`src/rtl/gsram_rd_pkg.sv`:
```
// Shared types for the global SRAM read sequencer: operating modes, FSM states
// and the packed configuration record captured by cfg_vld.
package gsram_rd_pkg;

    localparam int GSRAM_ADDR_W     = 5;
    localparam int GSRAM_LEN_W      = GSRAM_ADDR_W + 1;
    localparam int GSRAM_REP_W      = 4;
    localparam int GSRAM_VEC_ADDR_W = 13;

    typedef enum logic [1:0] {
        RD_NULL  = 2'd0,
        RD_BURST = 2'd1,
        RD_PASS  = 2'd2,
        RD_RSVD  = 2'd3
    } rd_mode_e;

    typedef enum logic [1:0] {
        IDLE  = 2'd0,
        BURST = 2'd1,
        PASS  = 2'd2,
        DONE  = 2'd3
    } rd_state_e;

    // rpt is the number of extra passes; a burst plays rpt+1 times.
    typedef struct packed {
        rd_mode_e                    mode;
        logic [GSRAM_ADDR_W-1:0]     base;
        logic [GSRAM_LEN_W-1:0]      len;
        logic [GSRAM_REP_W-1:0]      rpt;
    } rd_cfg_t;

    // State entered from IDLE when a start is accepted with this configuration.
    // A zero-length burst and the reserved mode both collapse to a bare finish.
    function automatic rd_state_e start_target(input rd_cfg_t cfg);
        rd_state_e tgt;
        case (cfg.mode)
            RD_BURST: tgt = (cfg.len != '0) ? BURST : DONE;
            RD_PASS:  tgt = PASS;
            default:  tgt = DONE;
        endcase
        return tgt;
    endfunction

endpackage

```
`src/rtl/gsram_rd_addr_gen.sv`:
```
// Beat/pass counters and address-wrap logic for BURST mode. Holds the active
// copy of base/len/repeat so a later cfg_vld cannot disturb a running burst.
module gsram_rd_addr_gen
    import gsram_rd_pkg::*;
#(
    parameter int ADDR_W = GSRAM_ADDR_W,
    parameter int LEN_W  = GSRAM_LEN_W,
    parameter int REP_W  = GSRAM_REP_W
) (
    input  logic              clk,
    input  logic              rst,
    input  logic              load,
    input  logic              advance,
    input  logic [ADDR_W-1:0] base,
    input  logic [LEN_W-1:0]  len,
    input  logic [REP_W-1:0]  rpt,
    input  logic [ADDR_W-1:0] cur_addr,
    output logic [ADDR_W-1:0] next_addr,
    output logic              last_beat,
    output logic              last_pass
);

    logic [ADDR_W-1:0] act_base;
    logic [LEN_W-1:0]  act_len;
    logic [REP_W-1:0]  act_rpt;
    logic [LEN_W-1:0]  beat;
    logic [REP_W-1:0]  pass_cnt;

    always_ff @(posedge clk) begin
        if (rst) begin
            act_base <= '0;
            act_len  <= '0;
            act_rpt  <= '0;
            beat     <= '0;
            pass_cnt <= '0;
        end else if (load) begin
            act_base <= base;
            act_len  <= len;
            act_rpt  <= rpt;
            beat     <= '0;
            pass_cnt <= '0;
        end else if (advance) begin
            if (last_beat) begin
                beat <= '0;
                if (!last_pass) begin
                    pass_cnt <= pass_cnt + REP_W'(1);
                end
            end else begin
                beat <= beat + LEN_W'(1);
            end
        end
    end

    // Length is never zero while bursting, so len-1 cannot underflow here.
    assign last_beat = (beat == act_len - LEN_W'(1));
    assign last_pass = (pass_cnt == act_rpt);

    // The address naturally wraps modulo 2^ADDR_W; a new pass restarts at base.
    assign next_addr = last_beat ? act_base : cur_addr + ADDR_W'(1);

endmodule

```
`src/rtl/global_sram_rd_seq.sv`:
```
// Read-address sequencer for the global activation SRAM: repeated sequential
// bursts under backpressure, vector-unit pass-through, or a bare finish.
module global_sram_rd_seq
    import gsram_rd_pkg::*;
#(
    parameter int ADDR_W     = GSRAM_ADDR_W,
    parameter int LEN_W      = GSRAM_LEN_W,
    parameter int REP_W      = GSRAM_REP_W,
    parameter int VEC_ADDR_W = GSRAM_VEC_ADDR_W
) (
    input  logic                  clk,
    input  logic                  rst,
    input  logic                  cfg_vld,
    input  logic [1:0]            cfg_mode,
    input  logic [ADDR_W-1:0]     cfg_base,
    input  logic [LEN_W-1:0]      cfg_len,
    input  logic [REP_W-1:0]      cfg_repeat,
    input  logic                  start,
    input  logic                  stop,
    input  logic                  sram_ready,
    input  logic [VEC_ADDR_W-1:0] vec_addr,
    input  logic                  vec_vld,
    output logic                  sram_ren,
    output logic [ADDR_W-1:0]     sram_raddr,
    output logic                  busy,
    output logic                  finish
);

    rd_cfg_t           shadow;
    rd_state_e         state_q;
    rd_state_e         state_nxt;
    logic              ren_nxt;
    logic [ADDR_W-1:0] raddr_nxt;
    logic              load;
    logic              advance;
    logic              accept;
    logic [ADDR_W-1:0] next_addr;
    logic              last_beat;
    logic              last_pass;
    logic              vec_hi_unused;

    // Upper pass-through address bits address nothing in this SRAM.
    assign vec_hi_unused = ^vec_addr[VEC_ADDR_W-1:ADDR_W];

    always_ff @(posedge clk) begin
        if (rst) begin
            shadow <= '0;
        end else if (cfg_vld) begin
            shadow <= '{mode: rd_mode_e'(cfg_mode), base: cfg_base,
                        len: cfg_len, rpt: cfg_repeat};
        end
    end

    gsram_rd_addr_gen #(
        .ADDR_W (ADDR_W),
        .LEN_W  (LEN_W),
        .REP_W  (REP_W)
    ) u_addr_gen (
        .clk       (clk),
        .rst       (rst),
        .load      (load),
        .advance   (advance),
        .base      (shadow.base),
        .len       (shadow.len),
        .rpt       (shadow.rpt),
        .cur_addr  (sram_raddr),
        .next_addr (next_addr),
        .last_beat (last_beat),
        .last_pass (last_pass)
    );

    assign accept = sram_ren & sram_ready;

    always_comb begin
        state_nxt = state_q;
        ren_nxt   = 1'b0;
        raddr_nxt = sram_raddr;
        load      = 1'b0;
        advance   = 1'b0;
        case (state_q)
            IDLE: begin
                if (start) begin
                    load      = 1'b1;
                    state_nxt = start_target(shadow);
                    if (state_nxt == BURST) begin
                        ren_nxt   = 1'b1;
                        raddr_nxt = shadow.base;
                    end
                end
            end
            BURST: begin
                // Abort wins over a beat accepted in the same cycle.
                if (stop) begin
                    state_nxt = IDLE;
                end else if (accept) begin
                    advance = 1'b1;
                    if (last_beat && last_pass) begin
                        state_nxt = DONE;
                    end else begin
                        ren_nxt   = 1'b1;
                        raddr_nxt = next_addr;
                    end
                end else begin
                    ren_nxt = 1'b1;
                end
            end
            PASS: begin
                if (stop) begin
                    state_nxt = IDLE;
                end else begin
                    ren_nxt   = vec_vld;
                    raddr_nxt = vec_addr[ADDR_W-1:0];
                end
            end
            DONE: begin
                state_nxt = IDLE;
            end
            default: begin
                state_nxt = IDLE;
            end
        endcase
    end

    // finish and busy follow the next state so they line up with it exactly.
    always_ff @(posedge clk) begin
        if (rst) begin
            state_q    <= IDLE;
            sram_ren   <= 1'b0;
            sram_raddr <= '0;
            busy       <= 1'b0;
            finish     <= 1'b0;
        end else begin
            state_q    <= state_nxt;
            sram_ren   <= ren_nxt;
            sram_raddr <= raddr_nxt;
            busy       <= (state_nxt != IDLE);
            finish     <= (state_nxt == DONE);
        end
    end

endmodule

```
`config.mk`:
```
export PLATFORM = sky130hd
export DESIGN_NAME = global_sram_rd_seq
export DESIGN_NICKNAME = d
export VERILOG_FILES = /design/src/rtl/gsram_rd_pkg.sv /design/src/rtl/gsram_rd_addr_gen.sv /design/src/rtl/global_sram_rd_seq.sv
export SDC_FILE = /design/constraint.sdc
export NUM_CORES = 1
export LEC_CHECK = 0
export CELL_PAD_IN_SITES_DETAIL_PLACEMENT = 1
export CELL_PAD_IN_SITES_GLOBAL_PLACEMENT = 1
export CORE_AREA = 2 2 88 90
export CTS_BUF_LIST = sky130_fd_sc_hd__clkbuf_4
export DETAILED_ROUTE_END_ITERATION = 16
export DIE_AREA = 0 0 90 92
export PLACE_DENSITY_LB_ADDON = 0.1
export SLEW_MARGIN = 15
export SYNTH_ARGS = -nofsm -noshare
export SYNTH_HDL_FRONTEND = slang
export SYNTH_HIERARCHICAL = 1
export SYNTH_SLANG_ARGS = --single-unit
```
`constraint.sdc`:
```
create_clock -name clk -period 2.39 [get_ports clk]
set_input_delay 0.239 -clock clk [delete_from_list [all_inputs] [get_ports clk]]
set_output_delay 0.239 -clock clk [all_outputs]
set_load 0.02 [all_outputs]
```
==> results of run 1 <==
critical path, stage by stage (launching register included):
cell and delay (ps):
dfxtp_2 370, or4_4 540, o21ai_2 110, and4bb_1 230, nand2_2 100, buf_4 150, buf_4 150, or4_4 510
o21ai_2 60
registers in the layout (all words and copies together), names as in the netlist:
signal / cells
busy: 1
u_addr_gen/act_rpt: 4
sram_ren: 1
u_addr_gen/pass_cnt: 4
u_addr_gen/beat: 6
u_addr_gen/act_len: 6
finish: 1
shadow: 17
u_addr_gen/act_base: 5
state_q: 2
sram_raddr: 5
metrics by stage:
stage | cell area, sq um | cells
floorplan | 2650 | 299
global placement | 3170 | 436
global route | 3390 | 446
detailed placement | 3170 | 436
CTS | 3270 | 444
finish | 3390 | 446
layout make-up:
class,instances,area share
flip-flops and latches,52,0.308
clock buffers,5,0.0111
clock inverters,3,0.0148
inverters,10,0.0111
repair buffers,52,0.143
well taps,102,0.0376
multi-input cells,222,0.475
power by group through the flow:
stage               Combinational [uW]  Sequential (uW)  Clock [uW]
finish                             506              964         548
global route                       559              973         599
CTS                                481              962         560
detailed placement                 475              980           0
global placement                   471              977           0
floorplan                          291              987           0
how the worst max path moves through the flow:
stage                                        end  cells after the start
final                     u_addr_gen/pass_cnt[0]                      8
after global routing               sram_raddr[0]                     12
after CTS                                 finish                     11
after detailed placement                    busy                      9
after global placement                      busy                      9
after floorplan                    sram_raddr[0]                     10
cells by family (layout without fill, tap and decap cells):
| kind of cell | Yosys count | in the layout | share of synthesized area |
|---|---|---|---|
| muxes | 35 | 35 | 0.133 |
| adders and majority gates | 10 | 10 | 0.0473 |
| and+or+nand+nor | 109 | 109 | 0.204 |
| buffers and inverters | 25 | 70 | 0.0411 |
| AOI/OAI and AO/OA | 54 | 54 | 0.135 |
| xor gates and xnor gates | 14 | 14 | 0.0463 |
| DFF | 52 | 52 | 0.393 |
routing by layer:
metal / up-vias / track usage / wire length [um]
met5: - / 0 / 0
met4: 0 / 0.0474 / 82
met3: 7 / 0.0329 / 171
met2: 31 / 0.268 / 3100
met1: 1070 / 0.231 / 3410
li1: 1143 / - / -
layout by cell type (no fill, tap or decap), drive strengths merged, types with 3 or more instances in the layout:
master / instances
dfxtp: 52
nor2: 50
clkdlybuf4s50: 36
mux2i: 34
a21oi: 20
buf: 16
nand3: 12
nand2: 12
inv: 12
ha: 10
nand4: 8
a22oi: 7
xor2: 7
xnor2: 7
nand2b: 6
o31ai: 6
clkbuf: 5
a31oi: 4
o21ai: 4
or4: 3
or2: 3
nor3: 3
what timing repair did:
action                     4_1_cts  5_1_grt
setup endpoints to repair        8       12
pin swaps                        1       10
gates resized for setup          4       25
hold buffers                     0        0
setup buffers                    0        2
==> qor.csv, run 1 <==
stage,metric,value,unit
synth,yosysTopAreaCell,dfxtp_1,
timing,relSlewSlack,0.616,
status,outcome,finished clean,
timing,setup_viol,0,
global_routing,grt_pass1_wl,11.2,mm
final_layout,final_nets,390,
synth,postSynthCellCount,299,
critical_path,critPathCaptureType,flop,
route,dr.pass1.iters,4,
power,switching_share,0.312,
critical_path,crit_required,2730,ps
power,finalPower,2020,uW
power,p_clk_frac,0.272,
route,vias_per_cell,5.05,
power,power_frac_seq,0.478,
timing,tightestPinTransition,568,ps
die,die_x,90,um
route,drcViolationCount,0,
clock_network,cts_buffers,5,
hold_path,holdCritPathClass,in -> reg,
power,p_leak,0.00135,uW
critical_path,start_kind,flop,
clock_network,cts_tree,built,
synth,ys_ff_latch,52,
clock_network,cts.sinks,52,
synth,ys.flop_type,dfxtp_1,
final_layout,fillCellCount,884,
timing,fin_setup_tns,0,ps
die,dieHeight,92,um
synth,synth_top_area_share,0.393,
timing,min_period,2290,ps
synth,yosysMostFrequentCell,dfxtp_1,
clock_network,cts_max_path_buffers,2,
route,num_vias,2251,
power,comb_power_share,0.251,
critical_path,rrSetupSlack,100,ps
power,p_sw,630,uW
synth,synth_nets,346,
synth,netlist_area,2650,sq um
synth,yosysWarnings,6,
critical_path,critPathArrivalTime,2630,ps
synth,synth_cell_types,49,
final_layout,num_antenna_cells,0,
synth,synthArstFlopShare,0,
synth,synth.top_cells.by_count,"dfxtp_1 (52), nor2_1 (50), mux2i_1 (34)",
route,post_drt_wl_per_cell,15.2,um
final_layout,final_layout_size_suffix_gt1_frac,0.154,
die,dieArea,8280,sq um
power,ir_worst_vdd,261,uV
final_layout,final_util,0.455,
global_routing,track_usage,0.168,
timing,finalMaxSlewViolations,0,
die,rows,32,
die,core_area,7450,sq um
critical_path,crit_type,reg -> reg,
timing,setup_slack,96.1,ps
critical_path,critPathLaunch,u_addr_gen/act_len[0],
timing,fmax,436,MHz
timing,holdWs,432,ps
critical_path,worstRegToRegCells,8,
clock_network,clkTransAtPathRegs,170,ps
synth,syn_avg_cell_area,8.85,sq um
critical_path,r2r_start,u_addr_gen/act_len[0],
clock_network,htree_levels,2,
hold_path,hold_depth,3,
job,cap_violations,0,
final_layout,seqCellArea,1040,sq um
global_routing,grt_pass1_vias,2263,
route,drt_iter0_markers,68,
clock_network,clk_latency,390,ps
global_routing,gr-total-overflow,0,
route,wl,6.76,mm
global_routing,antenna_found_initial,0,
final_layout,multi_input_area,1610,sq um
die,start_util,0.356,
global_routing,grt_max_degree,43,
synth,synth_area_leaders,"dfxtp_1 (39%), mux2i_1 (13%), nor2_1 (7.1%), ha_1 (4.7%), a21oi_1 (3.8%)",
hold_path,hold_start,cfg_repeat[1],
timing,finalHoldViolCount,0,
clock_network,root_buffer,clkbuf_4,
place,hpwl,4.91,mm
critical_path,worstReg2RegEnd,u_addr_gen/pass_cnt[0],
synth,synth-edff-count,0,
hold_path,min_to,shadow[1],
place,dp_slack,-5.04,ps
route,antenna_left,0,
critical_path,path_max_fanout,7,
synth,yosysSeqAreaShare,0.393,
timing,skew,19.5,ps
power,p_per_area,595,nW/um^2
place,portBuffers,36,
die,pin_count,45,
place,gp_congestion,0.794,
power,p_int,1390,uW
final_layout,area_growth,28.1,%
timing,rsz0062_at_grt,true,
timing,finalCritPeriodShare,0.960,
Power figures use the tool's default switching activity.
==> run 2: changes to the inputs <==
--- a/config.mk
+++ b/config.mk
@@ -5,6 +5,7 @@
 export SDC_FILE = /design/constraint.sdc
 export NUM_CORES = 1
 export LEC_CHECK = 0
+export CAP_MARGIN = 20
 export CELL_PAD_IN_SITES_DETAIL_PLACEMENT = 1
 export CELL_PAD_IN_SITES_GLOBAL_PLACEMENT = 1
 export CORE_AREA = 2 2 88 90
==> results of run 2 <==
The final DEF is identical to that of run 1; final timing and power are the same.
==> RTL change 1, RTL diff (config.mk and constraints of run 1) <==
Re-encode `rd_state_e` (4 states) as one-hot, 4 bits wide.
--- a/src/rtl/gsram_rd_pkg.sv
+++ b/src/rtl/gsram_rd_pkg.sv
@@ -16,7 +16,7 @@
 
-    typedef enum logic [1:0] {
-        IDLE  = 2'd0,
-        BURST = 2'd1,
-        PASS  = 2'd2,
-        DONE  = 2'd3
+    typedef enum logic [3:0] {
+        IDLE  = 4'b0001,
+        BURST = 4'b0010,
+        PASS  = 4'b0100,
+        DONE  = 4'b1000
     } rd_state_e;
Behaviour: no difference found for any inputs over 10 cycles, from zero or initial values and one cycle with rst high; not proved beyond that.
==> RTL change 1 against run 1 <==
- worst setup slack better by 0.052 ns
- routed wire length decreased by 7.5%
- first-iteration DRC count down 31%
- final area decreased by 6.0%
- sequential cell count is 2 higher
- via count shrank 4.5%
- synthesized area decreased by 2.4%
Power is not compared: it rests on default switching activity, and its combinational part moved more than twofold at a synthesized area within 25%.
==> RTL change 1: results (changes against run 1) <==
* Maximum clock frequency at 446 MHz (+2.3%)
* Worst-Skew Late Latency at 0.38 ns
* Initial antenna violation count at 0 (unchanged)
* First-pass GRT wire length at 10500 um (-5.6%)
* Largest net degree at the start of global routing at 36 (-16%)
* Library cells used by synthesis at 46 (-6.1%)
* Slowest cell delay on critical path at 0.53 ns
* Placed insts at 423 (-3.0%)
* Share of layout cells above drive strength 1 at 0.103 (-0.0507)
* Compound-Gate Fraction of Synth Area at 0.0910 (-0.0442)
* Yosys warns at 6 (unchanged)
* Asr flop ratio synth at 0 (unchanged)
* Multiplexer share of the synthesized area at 0.155 (+0.0226)
* Critical-path top delay cell: or4_4
* Fillers at 886 (+0.23%)
* Iter 0 DRT Violations at 47 (-31%)
* WL/cell at 14.5 um (-4.3%)
* Drt pass-1 iters at 4 (unchanged)
* Final HPWL DP at 4460 um (-9.2%)
* Layout Skew at 0.0117 ns (-0.00782 ns)
* R2r setup slk at 0.15 ns (+0.05 ns)
* MaxCap Viol Count at 0 (unchanged)
* GRT Total Usage at 0.160 (-0.00739)
* Nets at 369 (-5.4%)
* Clock slew at the register clock pins of the worst setup and hold paths at 0.15 ns (-0.02 ns)
* Via density per instance at 4.99 (-1.2%)
* Biggest regs: shadow: 17 flops, u_addr_gen/act_len: 6 flops, u_addr_gen/beat: 6 flops
* CP delay by family, top: simple AND/OR/NAND/NOR gates
* Pre-CTS WS at 0.00754 ns (+0.0126 ns)
* Synthesized-area fraction occupied by adder cells at 0.0194 (-0.0279)
* Dominant cells by area after synthesis: dfxtp_1 42%, mux2i_1 15%, nor2_1 7.0%
* Vias at 2150 (-4.5%)
* Min Hold Slack at 0.423 ns (-0.00946 ns)
* Clk root buf: clkbuf_4
* CTS Buffer Depth at 2 (unchanged)
* Measured slew at the worst slew-check pin at 0.568 ns (-0.000365 ns)
* Post-CTS Setup Inserts at 0 (unchanged)
* PortBufs at 36 (unchanged)
* Synth top cells by count: 54 x dfxtp_1, 48 x nor2_1, 39 x mux2i_1, 17 x nand2_1, 11 x nand3_1
* GPL Wtd Cong at 0.752 (-5.2%)
* Worst EP arrival at 2.52 ns (-0.11 ns)
* Worst hold path type: in -> reg
* Outcome: completed
* CTS H-tree depth at 2 (unchanged)
* Placement Cell Area at 0.00311 mm2 (-1.7%)
* P_leak at 0.00130 uW
* Syn Nets at 327 (-5.5%)
* Max VDD drop at 0.000234 V
* Cts bufs inserted at 5 (unchanged)
* Sequential share of the synthesized area at 0.418 (+0.0250)
* Syn Inst Count at 286 (-4.3%)
* Max FO, Critical Path at 5 (-2)
* Post-synthesis xor/xnor area fraction at 0.0474 (+0.00112)
* N_diodes at 0 (unchanged)
==> RTL change 1: report_power, final <==
| part | total [uW] | switching [uW] | internal, uW |
|---|---|---|---|
| clock network | 411 | 288 | 123 |
| registers | 964 | 28.8 | 936 |
| logic | 245 | 114 | 131 |
| total | 1620 | 432 | 1190 |
==> RTL change 1: timing repair <==
action                                  4_1_cts  5_1_grt
endpoints found under the setup margin        1       10
pin swaps                                     0        1
gates resized for setup                       1        7
==> RTL change 1: cells by family (layout without fill, tap and decap cells) <==
logic type	after synthesis	in the layout
DFF	54	54
xor gates and xnor gates	14	14
buffers and inverters	25	68
AOI/OAI and AO/OA	36	36
adders and majority gates	4	4
muxes	40	40
and+or+nand+nor	113	113
==> RTL change 1: metal layers <==
metal | global-route usage | wire [um]
met1 | 0.206 | 3060
met2 | 0.268 | 2880
met3 | 0.0370 | 208
met4 | 0.0500 | 112
met5 | 0 | 0
==> RTL change 1: final cells by class <==
type / instances / area (um2) / area share
Clock buffer: 6 / 45.0 / 0.0141
Inverter: 9 / 33.8 / 0.0106
Sequential cell: 54 / 1080 / 0.340
Clock inverter: 2 / 8.76 / 0.00275
Tap cell: 102 / 128 / 0.0400
Multi-Input combinational cell: 207 / 1420 / 0.444
Timing Repair Buffer: 51 / 473 / 0.148
==> RTL change 1: worst paths after layout <==
kind,cells past startpoint,to,start
setup / recovery,9,sram_raddr[4],u_addr_gen/act_len[0]
hold / removal,3,sram_ren,vec_vld
setup reg to reg,9,sram_raddr[4],u_addr_gen/act_len[0]
hold reg to reg,2,sram_raddr[4],sram_raddr[4]
==> RTL change 2, RTL diff (settings of run 1) <==
Made on the original files. Set the package constant `GSRAM_REP_W` to 5 (it was 4).
--- a/src/rtl/gsram_rd_pkg.sv
+++ b/src/rtl/gsram_rd_pkg.sv
@@ -6,3 +6,3 @@
     localparam int GSRAM_LEN_W      = GSRAM_ADDR_W + 1;
-    localparam int GSRAM_REP_W      = 4;
+    localparam int GSRAM_REP_W      = 5;
     localparam int GSRAM_VEC_ADDR_W = 13;
Ports: changed (resized cfg_repeat); port bits go from 45 to 46. The function was not compared with the original's and may differ.
==> RTL change 2 against run 1 <==
- global-route usage up 1.2 points
- final area is 3.4% higher
- count of clock-buffer cells in the layout is the same
- worst setup slack got worse by 0.023 ns
- largest cell class unchanged
- maximum frequency decreased by 1.0%
- sequential cell count increased by 3
- die area stayed put
- synthesized area up 4.6%
- synthesized cell count rose by 3.0%
- total power increased by 2.5%
- routed wire length rose by 5.7%
==> RTL change 2: results (changes against run 1) <==
* Outcome: completed
* Max-slew headroom at 0.581 (-0.0351)
* GPL Wtd Cong at 0.763 (-3.8%)
* Sequential share of the synthesized area at 0.397 (+0.00428)
* Post-synthesis xor/xnor area fraction at 0.0474 (+0.00111)
* Largest net degree at the start of global routing at 36 (-16%)
* Dominant cells by area after synthesis: dfxtp_1 40%, mux2i_1 12%, nor2_1 6.6%
* Final HPWL DP at 5200 um (+6.0%)
* First-pass GRT wire length at 12200 um (+9.2%)
* Worst EP arrival at 2.65 ns (+0.02 ns)
* Biggest regs: shadow: 18 flops, u_addr_gen/act_len: 6 flops, u_addr_gen/beat: 6 flops
* Met3 Routed Length at 207 um (+21%)
* Top sig layer: met4
* Share of layout cells above drive strength 1 at 0.160 (+0.00604)
* Met1 Routed Length at 3600 um (+5.7%)
* Vias in the first global route at 2439 (+7.8%)
* Fin cells at 458 (+2.7%)
* Layout Skew at 0.0149 ns (-0.00457 ns)
* Max FO, Critical Path at 8 (+1)
* Placement Cell Area at 0.00329 mm2 (+3.8%)
* Max VDD drop at 0.000233 V (-11%)
* Synthesized-area fraction occupied by adder cells at 0.0452 (-0.00209)
* Syn avg cell area at 8.99 um2 (+1.6%)
* Clk root buf: clkbuf_4
* Multiplexer share of the synthesized area at 0.127 (-0.00588)
* Routed wl met2 at 3260 um (+4.9%)
* Initial antenna violation count at 0 (unchanged)
* Worst-Skew Late Latency at 0.38 ns
* Syn Nets at 356 (+2.9%)
* GRT Total Usage at 0.180 (+0.0119)
* Routed Wire Length at 7150 um (+5.7%)
* Fillers at 895 (+1.2%)
* Compound-Gate Fraction of Synth Area at 0.151 (+0.0157)
* Placed insts at 445 (+2.1%)
* Iter 0 DRT Violations at 69 (+1.5%)
* Library cells used by synthesis at 46 (-6.1%)
* Nets at 403 (+3.3%)
* P_leak at 0.00139 uW (+2.4%)
* PortBufs at 37 (+2.8%)
* Synth top cells by count: 55 x dfxtp_1, 49 x nor2_1, 34 x mux2i_1, 24 x a21oi_1, 14 x nand2_1
* Via density per instance at 5.25 (+4.0%)
[RTL change 2: through the flow]
stage | setup WS [ns] | TNS (ns) | utilization | hold slack (ns) | total power (uW)
2_1_floorplan | 0.193 | 0 | - | 0.386 | 1340
3_3_place_gp | 0.0737 | 0 | 0.442 | 0.478 | 1510
3_5_place_dp | -0.0241 | -0.0312 | 0.442 | 0.487 | 1520
4_1_cts | 0.0155 | 0 | 0.462 | 0.434 | 2080
5_1_grt | -0.0778 | -0.315 | 0.471 | 0.428 | 2180
6_report | 0.0731 | 0 | 0.471 | 0.446 | 2070
[RTL change 2: final timing paths]
check                    startpoint                     end  slack, ns  cells after the start
min                   cfg_repeat[3]               shadow[3]       0.45                      3
max reg2reg   u_addr_gen/act_len[0]           sram_raddr[3]       0.07                     12
max           u_addr_gen/act_len[0]           sram_raddr[3]       0.07                     12
min reg2reg  u_addr_gen/act_base[4]  u_addr_gen/act_base[4]       0.52                      2
[RTL change 2: worst max-delay path, cell delays in order, from the launching register on]
cell	delay, ns
dfxtp_2	0.39
inv_2	0.05
ha_4	0.25
xor2_1	0.14
o211ai_1	0.12
a211oi_2	0.26
o311ai_4	0.21
buf_6	0.20
a21oi_1	0.12
a22oi_1	0.08
a21oi_1	0.19
nand4_1	0.11
a21oi_1	0.14
[RTL change 2: logic make-up (layout without fill, tap and decap cells)]
kind of cell	Yosys count	in the layout
mux	35	35
compound gates	60	60
xor+xnor	15	15
fa+ha+maj	10	10
simple gates	107	107
buf+inv	26	74
flops	55	55
[RTL change 2: timing repair]
action | 4_1_cts | 5_1_grt
pin swaps | 9 | 14
endpoints found under the setup margin | 9 | 13
resized for setup | 11 | 14
buffers inserted | 3 | 2
[RTL change 2: where the power goes]
group / total, uW / switching, uW / internal (uW)
Combinational: 505 / 271 / 234
Sequential: 1010 / 45.5 / 969
Clock: 549 / 322 / 226
Total: 2070 / 638 / 1430
[RTL change 2: cell type report]
cell class | count | share of cell area
clock buffer | 5 | 0.0107
tap | 102 | 0.0364
timing repair buffer | 55 | 0.147
multi-input combinational | 227 | 0.465
inverter | 11 | 0.0118
clock inverter | 3 | 0.0136
sequential | 55 | 0.315
[RTL change 2: metal layers]
layer,track usage,up-vias
li1,-,1198
met1,0.244,1156
met3,0.0255,7
met2,0.294,43
met5,0,-
met4,0.0590,0
